<file path="src/rtl/mem_ctrl_pkg.sv">
// Shared encodings and helpers for the data-memory access controller.
// Contents: access-size codes, FSM states, request check, lane helpers.
package mem_ctrl_pkg;

    localparam logic [1:0] SIZE_BYTE = 2'b00;
    localparam logic [1:0] SIZE_HALF = 2'b01;
    localparam logic [1:0] SIZE_WORD = 2'b10;
    localparam logic [1:0] SIZE_RSVD = 2'b11;

    typedef enum logic [1:0] {
        ST_IDLE   = 2'b00,
        ST_ACCESS = 2'b01,
        ST_RESP   = 2'b10
    } state_e;

    // Misaligned half/word or reserved size: never reaches the RAM.
    function automatic logic is_bad_req(input logic [1:0] size,
                                        input logic [1:0] off);
        logic bad;
        case (size)
            SIZE_BYTE: bad = 1'b0;
            SIZE_HALF: bad = off[0];
            SIZE_WORD: bad = |off;
            default:   bad = 1'b1;
        endcase
        return bad;
    endfunction

    function automatic logic [3:0] byte_en(input logic [1:0] size,
                                           input logic [1:0] off);
        logic [3:0] be;
        case (size)
            SIZE_BYTE: be = 4'b0001 << off;
            SIZE_HALF: be = 4'b0011 << off;
            default:   be = 4'b1111;
        endcase
        return be;
    endfunction

    // Right-justified store data copied to every lane it could land in.
    function automatic logic [31:0] lane_rep(input logic [1:0] size,
                                             input logic [31:0] wd);
        logic [31:0] r;
        case (size)
            SIZE_BYTE: r = {4{wd[7:0]}};
            SIZE_HALF: r = {2{wd[15:0]}};
            default:   r = wd;
        endcase
        return r;
    endfunction

endpackage

</file>
<file path="src/rtl/load_extend.sv">
// Load lane select and sign/zero extension to 32 bits (little-endian).
// Ports: i_rdata RAM word, i_addr byte offset, i_size, i_unsigned; o_result.
module load_extend
    import mem_ctrl_pkg::*;
(
    input  logic [31:0] i_rdata,
    input  logic [1:0]  i_addr,
    input  logic [1:0]  i_size,
    input  logic        i_unsigned,
    output logic [31:0] o_result
);

    logic [7:0]  w_byte;
    logic [15:0] w_half;

    always_comb begin
        w_byte = i_rdata[7:0];
        case (i_addr)
            2'd0:    w_byte = i_rdata[7:0];
            2'd1:    w_byte = i_rdata[15:8];
            2'd2:    w_byte = i_rdata[23:16];
            default: w_byte = i_rdata[31:24];
        endcase
    end

    assign w_half = i_addr[1] ? i_rdata[31:16] : i_rdata[15:0];

    always_comb begin
        o_result = i_rdata;
        case (i_size)
            SIZE_BYTE: o_result = {{24{w_byte[7] & ~i_unsigned}}, w_byte};
            SIZE_HALF: o_result = {{16{w_half[15] & ~i_unsigned}}, w_half};
            default:   o_result = i_rdata;
        endcase
    end

endmodule

</file>
<file path="src/rtl/mem_access_ctrl.sv">
// One-at-a-time CPU data access sequencer between MEM stage and a req/ack RAM.
// Ports: req_* from MEM stage, resp_* back to it, mem_* to the RAM.
// Optional abort of a stuck access: define MEM_TIMEOUT_EN (TIMEOUT_CYCLES).
module mem_access_ctrl
    import mem_ctrl_pkg::*;
#(
    parameter int TIMEOUT_CYCLES = 16
) (
    input  logic        clk,
    input  logic        rst,
    input  logic        req_valid,
    output logic        req_ready,
    input  logic        req_we,
    input  logic [1:0]  req_size,
    input  logic        req_unsigned,
    input  logic [31:0] req_addr,
    input  logic [31:0] req_wdata,
    output logic        resp_valid,
    output logic [31:0] resp_rdata,
    output logic        resp_err,
    output logic        mem_en,
    output logic [3:0]  mem_we,
    output logic [31:0] mem_addr,
    output logic [31:0] mem_wdata,
    input  logic [31:0] mem_rdata,
    input  logic        mem_ack
);

    state_e      r_state;
    state_e      w_next;
    logic        r_we;
    logic        r_uns;
    logic [1:0]  r_size;
    logic [1:0]  r_off;
    logic        w_accept;
    logic        w_bad;
    logic        w_fin;
    logic        w_tmo;
    logic        w_err_nxt;
    logic [31:0] w_rdata_nxt;
    logic [31:0] w_ext;

    assign req_ready = (r_state == ST_IDLE);
    assign w_accept  = req_valid && req_ready;
    assign w_bad     = is_bad_req(req_size, req_addr[1:0]);
    assign w_fin     = (r_state == ST_ACCESS) && (mem_ack || w_tmo);

    load_extend u_ext (
        .i_rdata    (mem_rdata),
        .i_addr     (r_off),
        .i_size     (r_size),
        .i_unsigned (r_uns),
        .o_result   (w_ext)
    );

`ifdef MEM_TIMEOUT_EN
    localparam int TW = $clog2(TIMEOUT_CYCLES + 1);
    logic [TW-1:0] r_tmo_cnt;

    always_ff @(posedge clk) begin
        if (rst)
            r_tmo_cnt <= '0;
        else if (w_accept)
            r_tmo_cnt <= '0;
        else if (r_state == ST_ACCESS && !mem_ack)
            r_tmo_cnt <= r_tmo_cnt + TW'(1);
    end

    // Fires on the last allowed ACCESS cycle still lacking an ack.
    assign w_tmo = (r_state == ST_ACCESS) &&
                   (r_tmo_cnt == TW'(TIMEOUT_CYCLES - 1));
`else
    logic w_unused_tmo;
    assign w_unused_tmo = (TIMEOUT_CYCLES > 0);
    assign w_tmo = 1'b0;
`endif

    always_ff @(posedge clk) begin
        if (rst)
            r_state <= ST_IDLE;
        else
            r_state <= w_next;
    end

    always_comb begin
        w_next      = r_state;
        w_err_nxt   = 1'b0;
        w_rdata_nxt = '0;
        unique case (r_state)
            ST_IDLE: begin
                if (w_accept) begin
                    if (w_bad) begin
                        w_next    = ST_RESP;
                        w_err_nxt = 1'b1;
                    end else begin
                        w_next = ST_ACCESS;
                    end
                end
            end
            ST_ACCESS: begin
                // An ack in the same cycle as the timeout still wins.
                if (mem_ack) begin
                    w_next = ST_RESP;
                    if (!r_we)
                        w_rdata_nxt = w_ext;
                end else if (w_tmo) begin
                    w_next    = ST_RESP;
                    w_err_nxt = 1'b1;
                end
            end
            ST_RESP: w_next = ST_IDLE;
            default: w_next = ST_IDLE;
        endcase
    end

    always_ff @(posedge clk) begin
        if (rst) begin
            resp_valid <= 1'b0;
            resp_err   <= 1'b0;
            resp_rdata <= '0;
            mem_en     <= 1'b0;
            mem_we     <= '0;
            mem_addr   <= '0;
            mem_wdata  <= '0;
            r_we       <= 1'b0;
            r_uns      <= 1'b0;
            r_size     <= SIZE_BYTE;
            r_off      <= '0;
        end else begin
            resp_valid <= (w_next == ST_RESP);
            resp_err   <= w_err_nxt;
            resp_rdata <= w_rdata_nxt;
            if (w_accept && !w_bad) begin
                r_we      <= req_we;
                r_uns     <= req_unsigned;
                r_size    <= req_size;
                r_off     <= req_addr[1:0];
                mem_en    <= 1'b1;
                mem_we    <= req_we ? byte_en(req_size, req_addr[1:0]) : 4'b0000;
                mem_addr  <= {req_addr[31:2], 2'b00};
                mem_wdata <= lane_rep(req_size, req_wdata);
            end else if (w_fin) begin
                mem_en <= 1'b0;
                mem_we <= 4'b0000;
            end
        end
    end

endmodule
</file>
<file path="config.mk">
export PLATFORM = sky130hd
export DESIGN_NAME = mem_access_ctrl
export DESIGN_NICKNAME = d
export VERILOG_FILES = /design/src/rtl/mem_ctrl_pkg.sv /design/src/rtl/load_extend.sv /design/src/rtl/mem_access_ctrl.sv
export SDC_FILE = /design/constraint.sdc
export NUM_CORES = 1
export LEC_CHECK = 0
export BUFFER_PORTS_ARGS = -buffer_cell sky130_fd_sc_hd__buf_2
export CORE_ASPECT_RATIO = 1.5
export CORE_MARGIN = 1
export CORE_UTILIZATION = 42
export CTS_CLUSTER_SIZE = 20
export DETAILED_ROUTE_END_ITERATION = 8
export PLACE_DENSITY = 0.76
export SYNTH_ARGS = -nofsm -noshare
export SYNTH_HDL_FRONTEND = slang
export SYNTH_SLANG_ARGS = --single-unit
</file>
<file path="constraint.sdc">
create_clock -name clk -period 1.5 [get_ports clk]
set_clock_uncertainty 0.15 [all_clocks]
set_input_delay 0.225 -clock clk [delete_from_list [all_inputs] [get_ports clk]]
set_output_delay 0.225 -clock clk [all_outputs]
set_load 0.02 [all_outputs]
</file>
==> flow_metrics.tcl, run 1 <==
set metrics [dict create \
    cts_tree "yes" \
    areaGrowthSynthToFinish_pct 76.1 \
    synth-edff-count 0 \
    insertion_delay_ns 0.34 \
    holdCritPathClass "primary input to register" \
    critical_path_arrival_ns 1.79 \
    worst-endpoint-required_ns 1.63 \
    critPathMaxFanout 8 \
    period_minus_slack_ns 1.66 \
    die_h_um 129 \
    drc 0 \
    setup_violations 84 \
    n_antenna_cell 0 \
    violations "setup timing" \
    grtUsageTotal 0.274 \
    grt_pass1_vias 5231 \
    via_per_inst 5.54 \
    wl_um 18000 \
    synth-async-reset-ratio 0 \
    antenna_found_initial 0 \
    final_cell_mix "buf_2 (204), dfxtp_1 (104), nand2_1 (94), a21oi_2 (62), dlygate4sd3_1 (51)" \
    synth_cell_types 34 \
    drv_slew 0 \
    syn_inst 540 \
    path_clk_slew_ns 0.07 \
    ys_seq_area_frac 0.487 \
    final_area_um2 7890 \
    rsz0062_at_grt "true" \
    postRouteAntennaNets 0 \
    criticalPathCategory "register to register" \
    core_area_um2 10200 \
    worstReg2RegEnd "resp_rdata[24]" \
    rrSetupSlack_ns -0.16 \
    first_pass_iters 7 \
    cts-root-buf "clkbuf_16" \
    avgRoutedWirePerCell_um 18.3 \
    dpl-instance-area_um2 5880 \
    start_util 0.437 \
    grt_pass1_wl_um 23900 \
    nets 939 \
    final_common_cell "buf_2" \
    powerDensity_nw_per_um2 939 \
    drive_above_1_share 0.548 \
    numCtsBuffers 9 \
    fin_util 0.770 \
    r2r-start "r_off[1]" \
    finalHoldViolCount 0 \
    status "finished, violations left" \
    crit_start "r_off[1]" \
    grt_overflow_total 0 \
    num_vias 5431 \
    ys.flop_type "dfxtp_1" \
    clockBufferDepth 2 \
    nFillCells 608 \
    rr_worst_depth 4 \
    io_pins 208 \
    period_share 1.11 \
    clock_sinks 109 \
    synth_seq_cells 109 \
    cp-start-kind "register" \
    synthesis.area_um2 4480 \
    cp-end-kind "register" \
    p_leak_nw 3.46 \
    worst_pin_slew_ns 0.562 \
    timing.final.ws_setup_ns -0.164 \
    ys.warnings.count 0 \
    dieWidth_um 86.3 \
    row_count 45 \
    die_area_um2 11100 \
    endpoint "resp_rdata[24]" \
    grt_start_max_net_pins 39 \
    hpwl_um 9560 \
    syn_avg_cell_area_um2 8.30 \
    htreeDepth 3 \
    initialDrtViolationCount 247 \
    max_freq_mhz 601 \
    cap_violations 0 \
    routabilityCongestion 0.843 \
    relSlewSlack 0.625 \
    vdd.ir_drop.worst_uv 647 \
    port-buffer-count 205 \
]
[worst max-delay path: stages, from the launching register on]
cell and delay [ns]:
dfxtp_2 0.34, or3_4 0.40, o32a_4 0.25, a21o_4 0.31, a21oi_4 0.15
[logic make-up (layout without fill, tap and decap cells)]
family / Yosys count / after routing / share of synthesized area
AO/OA/AOI/OAI: 149 / 152 / 0.205
multiplexers: 26 / 26 / 0.0600
buffers and inverters: 47 / 343 / 0.0500
flip-flops: 109 / 109 / 0.487
other: 1 / 2 / 0.000837
AND/OR/NAND/NOR: 208 / 208 / 0.197
[registers in the layout (all words and copies together) (netlist names)]
signal	count
mem_wdata	32
r_uns	1
r_off	2
r_size	2
mem_en	1
mem_addr	30
resp_valid	1
resp_rdata	32
mem_we	4
r_we	1
resp_err	1
r_state	2
[how the worst min path moves through the flow]
stage / from / end / cells after the start
5_1_grt: mem_rdata[27] / resp_rdata[27] / 3
4_1_cts: req_wdata[0] / mem_wdata[0] / 3
6_report: req_wdata[4] / mem_wdata[4] / 3
3_5_place_dp: mem_addr[23] / mem_addr[23] / 2
2_1_floorplan: req_addr[1] / r_off[1] / 2
3_3_place_gp: mem_addr[23] / mem_addr[23] / 2
[through the flow]
step	hold slack, ns	TNS, ns	setup slack (ns)	power [mW]	std cells
finish	0.0105	-7.30	-0.164	7.41	981
global route	0.00601	-11.62	-0.187	7.64	981
CTS	0.000185	-4.69	-0.125	7.11	969
detailed placement	0.293	-13.92	-0.220	4.34	888
global placement	0.288	-7.86	-0.166	4.31	888
floorplan	0.203	-1.35	-0.130	3.85	541
[cells in the mapped netlist (4+ instances only)]
master,instances,area [um2]
nor3b_1,8,60.1
nor2b_1,12,75.1
o21ai_0,33,165
nand3b_1,4,30.0
buf_2,16,80.1
a211oi_1,11,82.6
a21oi_1,74,370
a311oi_1,8,70.1
a222oi_1,6,60.1
nor2_1,30,113
nand3_1,4,20.0
clkbuf_1,24,90.1
a21oi_2,9,78.8
mux2_2,7,78.8
mux2i_1,19,190
dfxtp_1,109,2180
nand2_1,141,529
[metal layers]
layer	up-vias	part of all wire	track usage
met2	326	0.54	0.533
met1	2559	0.33	0.255
met4	0	0.057	0.161
met3	90	0.069	0.0629
met5	-	0	0
li1	2456	-	-
[area by class of cell]
type                       count  area [um2]  area share
timing repair buffer         324        2410       0.306
inverter                       3        11.3     0.00143
clock inverter                 7        81.3      0.0103
clock buffer                   9         225      0.0285
multi-input combinational    388        2790       0.354
tap                          141         176      0.0224
sequential                   109        2190       0.278
[timing repair]
item,CTS,global route
pin swaps,28,51
endpoints found under the setup margin,100,106
hold endpoints to repair,51,0
hold buffers,51,0
buffers inserted,7,8
gates resized for setup,88,136
gates cloned,7,9
[power breakdown]
| group | internal (mW) | total [mW] | switching [mW] |
|---|---|---|---|
| Combinational | 0.839 | 1.83 | 0.987 |
| Sequential | 3.03 | 3.12 | 0.0938 |
| Clock | 1.32 | 2.46 | 1.14 |
(Power assumes the default switching activity.)
==> run 2, diff against run 1 <==
--- a/config.mk
+++ b/config.mk
@@ -11,7 +11,8 @@
 export CORE_UTILIZATION = 42
 export CTS_CLUSTER_SIZE = 20
 export DETAILED_ROUTE_END_ITERATION = 8
-export PLACE_DENSITY = 0.76
+export GPL_TIMING_DRIVEN = 0
+export PLACE_DENSITY = 0.8
 export SYNTH_ARGS = -nofsm -noshare
 export SYNTH_HDL_FRONTEND = slang
 export SYNTH_SLANG_ARGS = --single-unit
==> run 2 against run 1 <==
Compared with the run above:
- the flow still finishes with violations (setup timing)
- core utilization grew 0.24 points
- cell count rose by 0.31%
- register-to-register slack got worse by 0.18 ns
- cell area up 0.32%
- worst hold slack lost 0.0089 ns
- combinational power up 7%
- count of clock-buffer cells in the layout unchanged
- worst setup slack got worse by 0.18 ns
- via count is 8.2% higher
- sequential power hardly changed
- first-iteration DRC count up 77%
- critical path depth is 2 higher
- critical endpoint is now mem_wdata[28]
- highest routed layer unchanged
==> flow_metrics.tcl, run 2 (same netlist as run 1, synthesis figures left out) <==
set metrics [dict create \
    critPathMaxFanout 7 \
    holdCritPathClass "primary input to register" \
    io_pins 208 \
    start_util 0.437 \
    max_freq_mhz 542 \
    min_path_cells 3 \
    dpl-instance-area_um2 5700 \
    placedCellCount 887 \
    routabilityCongestion 0.938 \
    postRouteAntennaNets 0 \
    cts_tree "yes" \
    drc 0 \
    avgRoutedWirePerCell_um 21.6 \
    criticalPathCategory "register to register" \
    fin_util 0.773 \
    violations "setup timing" \
    path_clk_slew_ns 0.09 \
    core_area_um2 10200 \
    worst_pin_slew_ns 0.795 \
    final_cell_mix "buf_2 (209), dfxtp_1 (104), nand2_1 (97), a21oi_2 (67), dlygate4sd3_1 (47)" \
    die_area_um2 11100 \
    setup_violations 102 \
    port-buffer-count 205 \
    nets 940 \
    clock_sinks 109 \
    drv_slew 0 \
    fin_cells 984 \
    path_buf_inv 2 \
    die_h_um 129 \
    row_count 45 \
    slowest_delay_ns 0.40 \
    timing.final.ws_setup_ns -0.343 \
    grt_pass1_vias 5480 \
    areaGrowthSynthToFinish_pct 76.6 \
    final_common_cell "buf_2" \
    worst-endpoint-required_ns 1.63 \
    drive_above_1_share 0.541 \
    cp-start-kind "register" \
    numCtsBuffers 9 \
    final_area_um2 7920 \
    relSlewSlack 0.470 \
    cts-root-buf "clkbuf_16" \
    cp-end-kind "register" \
    critical_path.top_delay_family "compound AO/OA/AOI/OAI gates" \
    grtUsageTotal 0.291 \
    grt_overflow_total 0 \
    powerDensity_nw_per_um2 942 \
    finalHoldViolCount 0 \
    worstPathCellList "nor3b_4 > o21a_4 > clkbuf_16 > clkbuf_16 > nand2_1 > a21oi_1" \
    critical_path_arrival_ns 1.97 \
    cap_violations 0 \
    grt_start_max_net_pins 21 \
    rrSetupSlack_ns -0.34 \
    antenna_found_initial 0 \
    status "finished, violations left" \
    cp.depth 6 \
    crit_path_frequent_cell "clkbuf_16" \
    rsz0062_at_grt "true" \
    num_vias 5874 \
    period_share 1.23 \
    insertion_delay_ns 0.35 \
    htreeDepth 3 \
    top_regs "mem_wdata (32), resp_rdata (32), mem_addr (30)" \
    dieWidth_um 86.3 \
    cpMaxStageDelayCell "dfxtp_2" \
    vdd.ir_drop.worst_uv 863 \
    hpwl_um 11000 \
    period_minus_slack_ns 1.84 \
    via_per_inst 5.97 \
    initialDrtViolationCount 437 \
    rr_worst_depth 6 \
    grt_pass1_wl_um 24900 \
    first_pass_iters 7 \
    p_leak_nw 3.59 \
    clockBufferDepth 2 \
    wl_um 21200 \
]
[run 2: cell types whose count changed in the layout (fill, tap and decap cells not counted), moves of 4 or more]
cell and delta:
nand2_4 +20, mux2_2 -4, buf_4 -13, clkbuf_2 +5
nor2_1 +4, mux2_4 +4, clkbuf_1 +12, a21oi_2 +5
dlygate4sd3_1 -4, nand2_2 -23, buf_2 +5
[run 2: routing by layer]
layer | vias to the layer above | wire length (um) | track usage
li1 | 2438 | - | -
met1 | 2724 | 6750 | 0.263
met2 | 540 | 10700 | 0.543
met3 | 172 | 2170 | 0.0770
met4 | 0 | 1640 | 0.223
met5 | - | 0 | 0
[run 2: power breakdown]
group / internal [mW] / switching [mW] / total [mW]
combinational: 0.866 / 1.09 / 1.95
sequential: 3.03 / 0.0930 / 3.12
clock: 1.17 / 1.21 / 2.38
[run 2: final cells by class]
| class | instances | area, um2 |
|---|---|---|
| buffer | 42 | 390 |
| inverter | 3 | 11.3 |
| clock inverter | 7 | 68.8 |
| multi-input combinational | 385 | 2860 |
| fill | 595 | 2330 |
| tap | 141 | 176 |
| timing repair buffer | 286 | 1980 |
| sequential | 109 | 2200 |
| antenna | 2 | 5.00 |
| clock buffer | 9 | 225 |
[run 2: final timing paths]
path,startpoint,endpoint
max reg2reg,r_state[1],mem_wdata[28]
max,r_state[1],mem_wdata[28]
min reg2reg,mem_en,mem_en
min,mem_rdata[24],resp_rdata[24]
[run 2: repair_timing]
action | CTS | global route
setup endpoints to repair | 106 | 107
endpoints found under the hold margin | 46 | 1
hold buffers | 46 | 1
resized for setup | 83 | 207
cloned | 4 | 9
setup buffers | 14 | 8
pin swaps | 15 | 87
[run 2: metrics by stage]
| step | power (mW) | TNS [ns] | hold WS, ns | setup slack [ns] |
|---|---|---|---|---|
| after global routing | 7.66 | -18.44 | 0.0000335 | -0.523 |
| after CTS | 6.87 | -6.34 | 0.000188 | -0.235 |
| after floorplan | 3.85 | -1.35 | 0.203 | -0.130 |
| final | 7.45 | -14.47 | 0.00165 | -0.343 |
| after detailed placement | 4.31 | -31.65 | 0.297 | -0.480 |
| after global placement | 4.28 | -28.29 | 0.290 | -0.438 |
[run 2: tightest hold or removal path, stage by stage]
cell	delay (ns)
buf_2	0.11
nand2_1	0.07
a21oi_2	0.05
==> run 3, diff against run 2 <==
--- a/config.mk
+++ b/config.mk
@@ -9,10 +9,11 @@
 export CORE_ASPECT_RATIO = 1.5
 export CORE_MARGIN = 1
 export CORE_UTILIZATION = 42
+export CTS_CLUSTER_DIAMETER = 100
 export CTS_CLUSTER_SIZE = 20
 export DETAILED_ROUTE_END_ITERATION = 8
 export GPL_TIMING_DRIVEN = 0
-export PLACE_DENSITY = 0.8
+export PLACE_DENSITY = 0.76
 export SYNTH_ARGS = -nofsm -noshare
 export SYNTH_HDL_FRONTEND = slang
 export SYNTH_SLANG_ARGS = --single-unit
==> run 3 against run 2 <==
Compared with the run above:
- the flow still finishes with violations (setup timing)
- sequential power about the same
- via count decreased by 6.8%
- sequential share of layout area decreased by 0.13 points
- largest cell class unchanged
- highest routed layer unchanged
==> flow_metrics.tcl, run 3 (same netlist as run 1, synthesis figures left out) <==
set metrics [dict create \
    status "finished, violations left" \
    violations "setup timing" \
    min_path_cells 3 \
    pwr-share-seq 0.406 \
    worst_pin_slew_ns 0.735 \
    critical_path_arrival_ns 1.83 \
    tns_ns -9.76 \
    via_per_inst 5.57 \
    routabilityCongestion 0.924 \
    period_minus_slack_ns 1.69 \
    cts-root-buf "clkbuf_16" \
    cap_violations 0 \
    row_count 45 \
    holdCritPathClass "primary input to register" \
    path_buf_inv 1 \
    cp-end-kind "register" \
    criticalPathCategory "register to register" \
    crit_path_frequent_cell "or3_4" \
    areaGrowthSynthToFinish_pct 77.9 \
    first_pass_iters 5 \
    port-buffer-count 205 \
    num_vias 5474 \
    grtUsageTotal 0.287 \
    multiInputGateArea_um2 2910 \
    seqCellArea_um2 2200 \
    drv_slew 0 \
    hold_end "resp_rdata[27]" \
    grt_pass1_vias 5099 \
    cts_tree "yes" \
    r2r-start "r_size[0]" \
    final_common_cell "buf_2" \
    worst-endpoint-required_ns 1.63 \
    initialDrtViolationCount 336 \
    clkPwrFrac 0.344 \
    worstReg2RegEnd "resp_rdata[15]" \
    insertion_delay_ns 0.35 \
    die_area_um2 11100 \
    start_util 0.437 \
    rrSetupSlack_ns -0.19 \
    clockBufferDepth 2 \
    die_h_um 129 \
    postRouteAntennaNets 0 \
    timing.final.ws_setup_ns -0.195 \
    p_sw_frac 0.291 \
    cpMaxStageDelayCell "or3_4" \
    powerDensity_nw_per_um2 962 \
    period_share 1.13 \
    p_int_mw 5.44 \
    cp-start-kind "register" \
    rr_worst_depth 5 \
    core_area_um2 10200 \
    htreeDepth 3 \
    finalHoldViolCount 0 \
    drc 0 \
    grt_overflow_total 0 \
    grt_pass1_wl_um 24600 \
    rsz0062_at_grt "true" \
    drive_above_1_share 0.561 \
    hpwl_um 10600 \
    dieWidth_um 86.3 \
    grt_start_max_net_pins 17 \
    nFillCells 609 \
    numCtsBuffers 9 \
    setup_violations 98 \
    worstPathCellList "or3_4 > o32a_4 > buf_6 > or3_4 > o21ai_2" \
    pwr-share-comb 0.250 \
    path_clk_slew_ns 0.07 \
    avgRoutedWirePerCell_um 19.9 \
    p_switching_mw 2.24 \
    power.total_mw 7.67 \
    relSlewSlack 0.510 \
    io_pins 208 \
    antenna_found_initial 1 \
    nets 937 \
    critPathMaxFanout 3 \
    critical_path.top_delay_family "simple AND/OR/NAND/NOR gates" \
    wl_um 19500 \
    final_cell_mix "buf_2 (206), dfxtp_1 (104), nand2_1 (89), a21oi_2 (61), dlygate4sd3_1 (44)" \
    slowest_delay_ns 0.38 \
    clock_sinks 109 \
    top_regs "mem_wdata (32), resp_rdata (32), mem_addr (30)" \
    max_freq_mhz 590 \
    hp-start "mem_rdata[27]" \
    p_leak_nw 3.60 \
    vdd.ir_drop.worst_uv 835 \
]
run 3: changes by cell type in the layout (fill, tap and decap cells not counted), sizes merged:
cell,delta
diode,+1
clkinvlp,-1
dlygate4sd3,-3
bufinv,+2
clkbuf,+4
inv,-2
clkinv,-3
bufbuf,-1
o21ai,+1
run 3: layout make-up:
cell class | instances | area share
diodes | 3 | 0.000942
plain buffers | 41 | 0.0490
clock buffers | 13 | 0.0326
clock inverters | 3 | 0.00848
inverters | 3 | 0.00141
multi-input cells | 386 | 0.365
flip-flops and latches | 109 | 0.276
well taps | 141 | 0.0221
repair buffers | 283 | 0.244
run 3: tightest hold or removal path, stage by stage:
cell and delay (ns):
buf_2 0.11, nand2_1 0.07, a21oi_2 0.05
run 3: how the worst max path moves through the flow:
stage	startpoint	endpoint	slack (ns)	cells past startpoint
after detailed placement	req_addr[0]	r_size[0]	-0.44	6
after global placement	req_addr[0]	r_size[0]	-0.44	6
after global routing	r_size[0]	resp_rdata[8]	-0.24	5
after floorplan	r_size[0]	resp_rdata[25]	-0.13	6
after CTS	r_size[0]	resp_rdata[15]	-0.20	6
final	r_size[0]	resp_rdata[15]	-0.19	5
run 3: per-stage QoR:
step	utilization	instances	cell area, um2	worst slack (ns)	hold WS [ns]
after CTS	0.674	963	6910	-0.198	0.00304
after detailed placement	0.557	887	5700	-0.436	0.294
after global placement	0.557	887	5700	-0.436	0.290
after global routing	0.777	980	7970	-0.237	0.00879
final	0.778	982	7970	-0.195	0.0105
after floorplan	-	541	4500	-0.130	0.203
run 3: routing by layer:
layer,global-route usage,wire length [um]
met4,0.158,1290
met5,0,0
met1,0.281,6240
met3,0.0641,1520
met2,0.548,10400
run 3: power groups by stage:
stage | sequential [mW] | clock (mW) | combinational [mW]
final | 3.12 | 2.64 | 1.92
after global routing | 3.13 | 2.73 | 2.00
after CTS | 3.10 | 2.61 | 1.43
after detailed placement | 3.16 | 0 | 1.14
after global placement | 3.16 | 0 | 1.12
after floorplan | 3.31 | 0 | 0.545
run 3: what timing repair did:
| item | CTS | global route |
|---|---|---|
| endpoints found under the hold margin | 44 | 0 |
| gates resized for setup | 90 | 238 |
| gates cloned | 3 | 12 |
| buffers inserted | 14 | 6 |
| setup endpoints to repair | 106 | 107 |
| hold buffers | 44 | 0 |
| pin swaps | 12 | 88 |
